<file path="src/rtl/nibble_serial_adder.sv">
// Multi-word adder/subtractor that reuses one 4-bit ripple stage, one nibble per clock,
// least significant nibble first, with valid/ready handshakes on both sides.

module four_bit_adder (
  input  logic [3:0] a,
  input  logic [3:0] b,
  input  logic       cin,
  output logic [3:0] sum,
  output logic       cout
);

  logic [4:0] carry;

  // Explicit ripple chain: carry[i] feeds bit i.
  always_comb begin
    carry[0] = cin;
    for (int i = 0; i < 4; i++) begin
      sum[i]       = a[i] ^ b[i] ^ carry[i];
      carry[i + 1] = (a[i] & b[i]) | (carry[i] & (a[i] ^ b[i]));
    end
    cout = carry[4];
  end

endmodule

module nibble_serial_adder #(
  parameter int unsigned NIBBLES = 4
) (
  input  logic                 clk,
  input  logic                 rst_n,
  input  logic                 in_valid,
  output logic                 in_ready,
  input  logic [4*NIBBLES-1:0] op_a,
  input  logic [4*NIBBLES-1:0] op_b,
  input  logic                 sub,
  output logic                 out_valid,
  input  logic                 out_ready,
  output logic [4*NIBBLES-1:0] result,
  output logic                 carry_out,
  output logic                 overflow
);

  localparam int unsigned W     = 4 * NIBBLES;
  localparam int unsigned IDX_W = (NIBBLES > 1) ? $clog2(NIBBLES) : 1;
  localparam logic [IDX_W-1:0] LAST_IDX = IDX_W'(NIBBLES - 1);

  typedef enum logic [1:0] {
    IDLE = 2'd0,
    RUN  = 2'd1,
    DONE = 2'd2
  } state_t;

  state_t           state;
  state_t           state_next;
  logic             in_ready_next;
  logic             out_valid_next;

  logic [W-1:0]     a_reg;
  logic [W-1:0]     b_reg;
  logic             sub_reg;
  logic             c;
  logic [IDX_W-1:0] idx;

  logic [3:0]       add_a;
  logic [3:0]       add_b;
  logic [3:0]       add_sum;
  logic             add_cout;
  logic             accept_c;
  logic             last_c;

  assign accept_c = in_valid & in_ready;
  assign last_c   = (idx == LAST_IDX);

  // Current nibble of each operand; B is inverted for subtraction (cin supplies the +1).
  assign add_a = a_reg[{idx, 2'b00} +: 4];
  assign add_b = b_reg[{idx, 2'b00} +: 4] ^ {4{sub_reg}};

  four_bit_adder u_adder (
    .a    (add_a),
    .b    (add_b),
    .cin  (c),
    .sum  (add_sum),
    .cout (add_cout)
  );

  always_ff @(posedge clk or negedge rst_n) begin
    if (!rst_n) state <= IDLE;
    else        state <= state_next;
  end

  always_comb begin
    state_next = state;
    case (state)
      IDLE:    if (accept_c) state_next = RUN;
      RUN:     if (last_c) state_next = DONE;
      DONE:    if (out_ready) state_next = IDLE;
      default: state_next = IDLE;
    endcase
  end

  // Handshake flags are decoded from the next state and registered.
  always_comb begin
    in_ready_next  = (state_next == IDLE);
    out_valid_next = (state_next == DONE);
  end

  always_ff @(posedge clk or negedge rst_n) begin
    if (!rst_n) begin
      in_ready  <= 1'b1;
      out_valid <= 1'b0;
    end else begin
      in_ready  <= in_ready_next;
      out_valid <= out_valid_next;
    end
  end

  always_ff @(posedge clk or negedge rst_n) begin
    if (!rst_n) begin
      a_reg     <= '0;
      b_reg     <= '0;
      sub_reg   <= 1'b0;
      c         <= 1'b0;
      idx       <= '0;
      result    <= '0;
      carry_out <= 1'b0;
      overflow  <= 1'b0;
    end else if (accept_c) begin
      a_reg   <= op_a;
      b_reg   <= op_b;
      sub_reg <= sub;
      c       <= sub;
      idx     <= '0;
    end else if (state == RUN) begin
      result[{idx, 2'b00} +: 4] <= add_sum;
      c                         <= add_cout;
      idx                       <= last_c ? '0 : idx + IDX_W'(1);
      if (last_c) begin
        carry_out <= add_cout;
        overflow  <= (add_a[3] ^ add_sum[3]) & (add_b[3] ^ add_sum[3]);
      end
    end
  end

endmodule

</file>
<file path="config.mk">
export PLATFORM = sky130hd
export DESIGN_NAME = nibble_serial_adder
export DESIGN_NICKNAME = d
export VERILOG_FILES = /design/src/rtl/nibble_serial_adder.sv
export SDC_FILE = /design/constraint.sdc
export NUM_CORES = 1
export LEC_CHECK = 0
export CORE_MARGIN = 2
export CORE_UTILIZATION = 54
export DETAILED_ROUTE_END_ITERATION = 12
export GPL_ROUTABILITY_DRIVEN = 0
export PLACE_DENSITY = 0.92
export SETUP_SLACK_MARGIN = 0.3
export SLEW_MARGIN = 20
export SYNTH_ARGS = -nofsm -noshare
export SYNTH_HDL_FRONTEND = slang
export SYNTH_SLANG_ARGS = --single-unit
</file>
<file path="constraint.sdc">
create_clock -name clk -period 4.85 [get_ports clk]
set_input_delay 0.97 -clock clk [delete_from_list [all_inputs] [get_ports clk]]
set_output_delay 0.97 -clock clk [all_outputs]
set_load 0.1 [all_outputs]
</file>
Word-level counts from Yosys, hierarchy flattened
Index checks and enable logic that the tools add are counted.
- $add $sub $neg: 2
- equal/unequal tests: 4
- shift-type cells: 4
- mux-type cells: 10
- bitwise gates (word level): 26
- reductions and logical operators: 5
- operator list (cell ; number):
    indexed part select 16 x 5 -> 4 bit ; 2
    bitwise mux 16 bit ; 1
    variable shift 4 x 6 -> 16 bit, first input constant ; 1
    indexed part select 4 x 6 -> 16 bit ; 1
    2-to-1 mux 2 bit ; 6
    AND 1 bit ; 10
    XOR 1 bit ; 10
    == test 2 bit, second input constant ; 3
    negation 4 -> 6 bit ; 1
    one-hot mux 2 bit (3 select lines) ; 1
    logical NOT 2 bit ; 2
    bitwise OR 1 bit ; 4
    XOR 4 bit ; 1
    AND reduction 3 bit ; 1
    adder 2 x 1 -> 2 bit, second input constant ; 1
    == test 2 x 1 -> 1 bit, second input constant ; 1
    2-to-1 mux 1 bit ; 2
    AND reduction 2 bit ; 1
    nonzero test 2 bit ; 1
    NOT 1 bit ; 1
- register bits after elaboration: 58
- bits of input ports: 37
- output and inout bits: 20
- logic and storage cells: 62

Depth between registers and ports, before layout
- depth in word-level cells: 13
- mapped depth: 11
- gate-level depth less buffers: 10

Hierarchy
From an unflattened synthesis, not the netlist that was laid out.
- cell total of the unflattened synthesis: 216
- area total of the unflattened synthesis: 2700.1 um2
- by module, submodules not included (module ; instances ; cells an instance ; area each (um2) ; seq. area each (um2)):
    nibble_serial_adder ; 1 ; 202 ; 2582.5 ; 1452.6
    four_bit_adder ; 1 ; 14 ; 117.6 ; 0.0

Worst setup path after synthesis
OpenSTA, ideal clock, no wires.
- path type: register -> register
- start: register idx[0]
- end: register overflow
- library setup time: 0.125 ns
- data arrival time: 3.033 ns
- required time: 4.725 ns
- setup slack: 1.692 ns
- cell stages (with the launch flop): 12
- buffers on the path: 1
- clock period less this slack: 3.158 ns
- cells stage by stage: dfrtp_1 > buf_6 > mux4_1 > xor2_1 > fa_1 > inv_1 > fa_1 > fa_1 > fa_1 > and2_1 > mux2i_1 > o21ai_1
- word-level cells in the longest chain between the ends: 12
- elaborated cells between the ends (all ways): 22
- classes of those cells: eq/ne: 1; shift: 2; bitwise: 18; reduce/logical: 1
- RTL lines (element ; RTL line ; source):
    start: declaration ; 62 ; logic [IDX_W-1:0] idx;
    start signal: assignment ; 136 ; idx <= last_c ? '0 : idx + IDX_W'(1);
    indexed part select 16 x 5 -> 4 bit ; 76 ; assign add_b = b_reg[{idx, 2'b00} +: 4] ^ {4{sub_reg}};
    XOR 4 bit ; 76 ;
    XOR 1 bit ; 19 ; carry[i + 1] = (a[i] & b[i]) | (carry[i] & (a[i] ^ b[i]));
    AND 1 bit ; 19 ;
    bitwise OR 1 bit ; 19 ;
    AND 1 bit ; 19 ;
    bitwise OR 1 bit ; 19 ;
    AND 1 bit ; 19 ;
    bitwise OR 1 bit ; 19 ;
    XOR 1 bit ; 18 ; sum[i] = a[i] ^ b[i] ^ carry[i];
    XOR 1 bit ; 139 ; overflow <= (add_a[3] ^ add_sum[3]) & (add_b[3] ^ add_sum[3]);
    AND 1 bit ; 139 ;
    end signal: assignment ; 139 ;
    end: declaration ; 40 ; output logic overflow
Parallel ways exist; a longest one is shown, timed or not.
A chain may end at the register's enable or synchronous reset.

Worst setup path in the final report
- start: register idx[1]
- end: register overflow
The elaborated chain is that of the path after synthesis.

==> flow_metrics.py <==
metrics = {
    "finish": {
        "antenna_cells": 0,
        "utilization_pct": 72.9,
        "drive_gt1_share_pct": 7.85,
        "area_growth_pct": 29.0,
        "fillCellCount": 361,
        "fin_nets": 375,
    },
    "die": {
        "initial_core_util_pct": 56.5,
        "rows": 25,
        "die_h_um": 74.5,
        "num_io_pins": 57,
        "design.core.area_um2": 4750,
        "dieArea_um2": 5550,
        "die_x_um": 74.5,
    },
    "cts": {
        "cts_buffers": 9,
        "clkTransAtPathRegs_ns": 0.06,
        "cts_tree": "yes",
        "clock_sinks": 58,
        "holdBufCountCts": 0,
        "cts_resized": 0,
        "htree_levels": 3,
        "cts_max_path_buffers": 2,
        "clk_latency_ns": 0.34,
        "cts_root_buffer": "clkbuf_8",
        "post_cts_buffers": 0,
    },
    "timing": {
        "relSlewSlack_pct": 34.6,
        "layout_min_cycle_time_ns": 3.33,
        "hold_viol": 0,
        "setup_violations": 0,
        "drv_slew": 0,
        "rsz0062_at_grt": "no",
        "skew_ns": 0.00666,
        "worstMarginPinSlew_ns": 0.978,
        "period_share_pct": 68.6,
        "finalSetupTns_ns": 0,
        "clock.fmax_mhz": 300,
    },
    "grt": {
        "first_global_vias": 2131,
        "grt_pass1_wl_um": 9460,
        "grt_max_degree": 59,
        "grt-ovfl-total": 0,
        "grtUsageTotal_pct": 23.6,
        "antenna_found_initial": 0,
    },
    "drt": {
        "routedWlPerCell_um": 14.6,
        "drt_first_iter_violations": 144,
        "dr.pass1.iters": 4,
        "final_antenna_net_count": 0,
        "drc": 0,
        "routed_via_density": 5.32,
        "wl_um": 5800,
        "vias": 2118,
    },
    "yosys": {
        "yosys.cell_types.count": 32,
        "syn_nets": 317,
        "synth_cells": 270,
        "synth_top_area_cell": "dfrtp_1",
        "synth_area_um2": 2690,
        "yosys-top-cells-area": "dfrtp_1, nand2_1, o31ai_1, mux4_2, fa_1",
        "syn_avg_cell_area_um2": 9.94,
        "ys_ff_latch": 58,
        "synth_top_area_share_pct": 53.1,
        "ys_warn_count": 0,
        "yosysSeqAreaShare_pct": 54.1,
    },
    "worst_setup_path": {
        "cp.required_ns": 5.08,
        "criticalPathCategory": "register to register",
        "cp_data_arrival_time_ns": 3.55,
        "cp-end-kind": "register",
        "critPathMaxFanout": 13,
        "critical_path.startpoint_type": "register",
    },
    "place": {
        "dpl.hpwl_um": 4160,
        "port_buffers": 56,
    },
    "job": {
        "cap_violations": 0,
    },
    "status": {
        "run_status": "finished, final reports clean",
    },
    "hold_path": {
        "hold_class": "register to register",
    },
}
[cell families after synthesis]
group / Yosys count / synth area share, %
compound gates: 24 / 6.15
xor+xnor: 4 / 1.58
fa+ha+maj: 10 / 5.78
buf+inv: 20 / 3.31
flops: 58 / 54.1
mux: 10 / 7.92
simple gates: 144 / 21.2
[synthesized netlist by cell type]
| master | n |
|---|---|
| nand2_1 | 122 |
| dfrtp_1 | 57 |
| o31ai_1 | 16 |
| nor2_1 | 9 |
| inv_1 | 7 |
| ha_1 | 6 |
| clkbuf_1 | 5 |
| mux4_2 | 5 |
| nand3_1 | 5 |
| buf_1 | 4 |
| fa_1 | 4 |
| a21oi_1 | 3 |
| mux4_1 | 3 |
| a21o_1 | 2 |
| and2_1 | 2 |
| buf_2 | 2 |
| o21ai_0 | 2 |
| xnor2_1 | 2 |
| buf_4 | 1 |
| buf_6 | 1 |
| dfstp_2 | 1 |
| mux2_2 | 1 |
| mux2i_1 | 1 |
| nand2b_1 | 1 |
| nand3b_1 | 1 |
| nor2b_1 | 1 |
| nor3_1 | 1 |
| nor3b_1 | 1 |
| o21ai_1 | 1 |
| or3_1 | 1 |
| xnor2_2 | 1 |
| xor2_1 | 1 |
[worst max-delay path, stage by stage (launching register included)]
cell and delay, ns:
dfrtp_1 0.66, mux4_1 0.39, xor2_1 0.18, fa_1 0.19, inv_1 0.05, fa_1 0.37
fa_1 0.42, fa_1 0.61, nor2_1 0.10, mux2i_1 0.17, o21ai_1 0.07
[final cells by class]
class	instances	area, µm²	share of cell area [%]
Clock inverter	4	45.0	1.30
Inverter	7	26.3	0.758
Timing Repair Buffer	60	586	16.9
Tap cell	67	83.8	2.42
Sequential cell	58	1450	41.9
Multi-Input combinational cell	192	1140	33.0
Clock buffer	10	128	3.68
[per-layer routing]
metal,share of wire (%),wire length (µm),track usage [%],vias up
met2,50,2880,38.4,83
met3,5.9,344,6.37,19
li1,-,-,-,993
met1,41,2370,27.6,1023
met4,3.7,212,14.9,0
met5,0,0,0,-
[worst paths after layout]
check	from	end	slack [ns]	cells past startpoint
min in group asynchronous	rst_n	result[5]	0.78	2
setup / recovery	idx[1]	overflow	1.52	10
max in group asynchronous	rst_n	state[1]	3.61	2
setup reg to reg	idx[1]	overflow	1.52	10
hold / removal	b_reg[2]	b_reg[2]	0.47	2
hold reg to reg	b_reg[2]	b_reg[2]	0.47	2
[metrics by stage]
stage	hold slack, ns	worst slack, ns	instances	area [µm²]
after detailed placement	0.460	1.56	384	3290
after floorplan	0.437	1.69	270	2690
after global placement	0.451	1.69	384	3290
final	0.474	1.52	398	3460
after CTS	0.476	1.53	398	3460
after global routing	0.487	1.38	398	3460
[cell usage in the layout, fill, tap and decap left out, types with 5 or more instances in the layout]
master,synthesis,routed
clkbuf_8,0,9
clkdlybuf4s50_1,0,55
dfrtp_1,57,57
ha_1,6,6
inv_1,7,7
mux4_2,5,5
nand2_1,122,122
nand3_1,5,5
nor2_1,9,9
o31ai_1,16,16
Power is left out: the tool's default activity adds up to more than one toggle a clock period on the data nets, which glitch-free logic cannot reach.
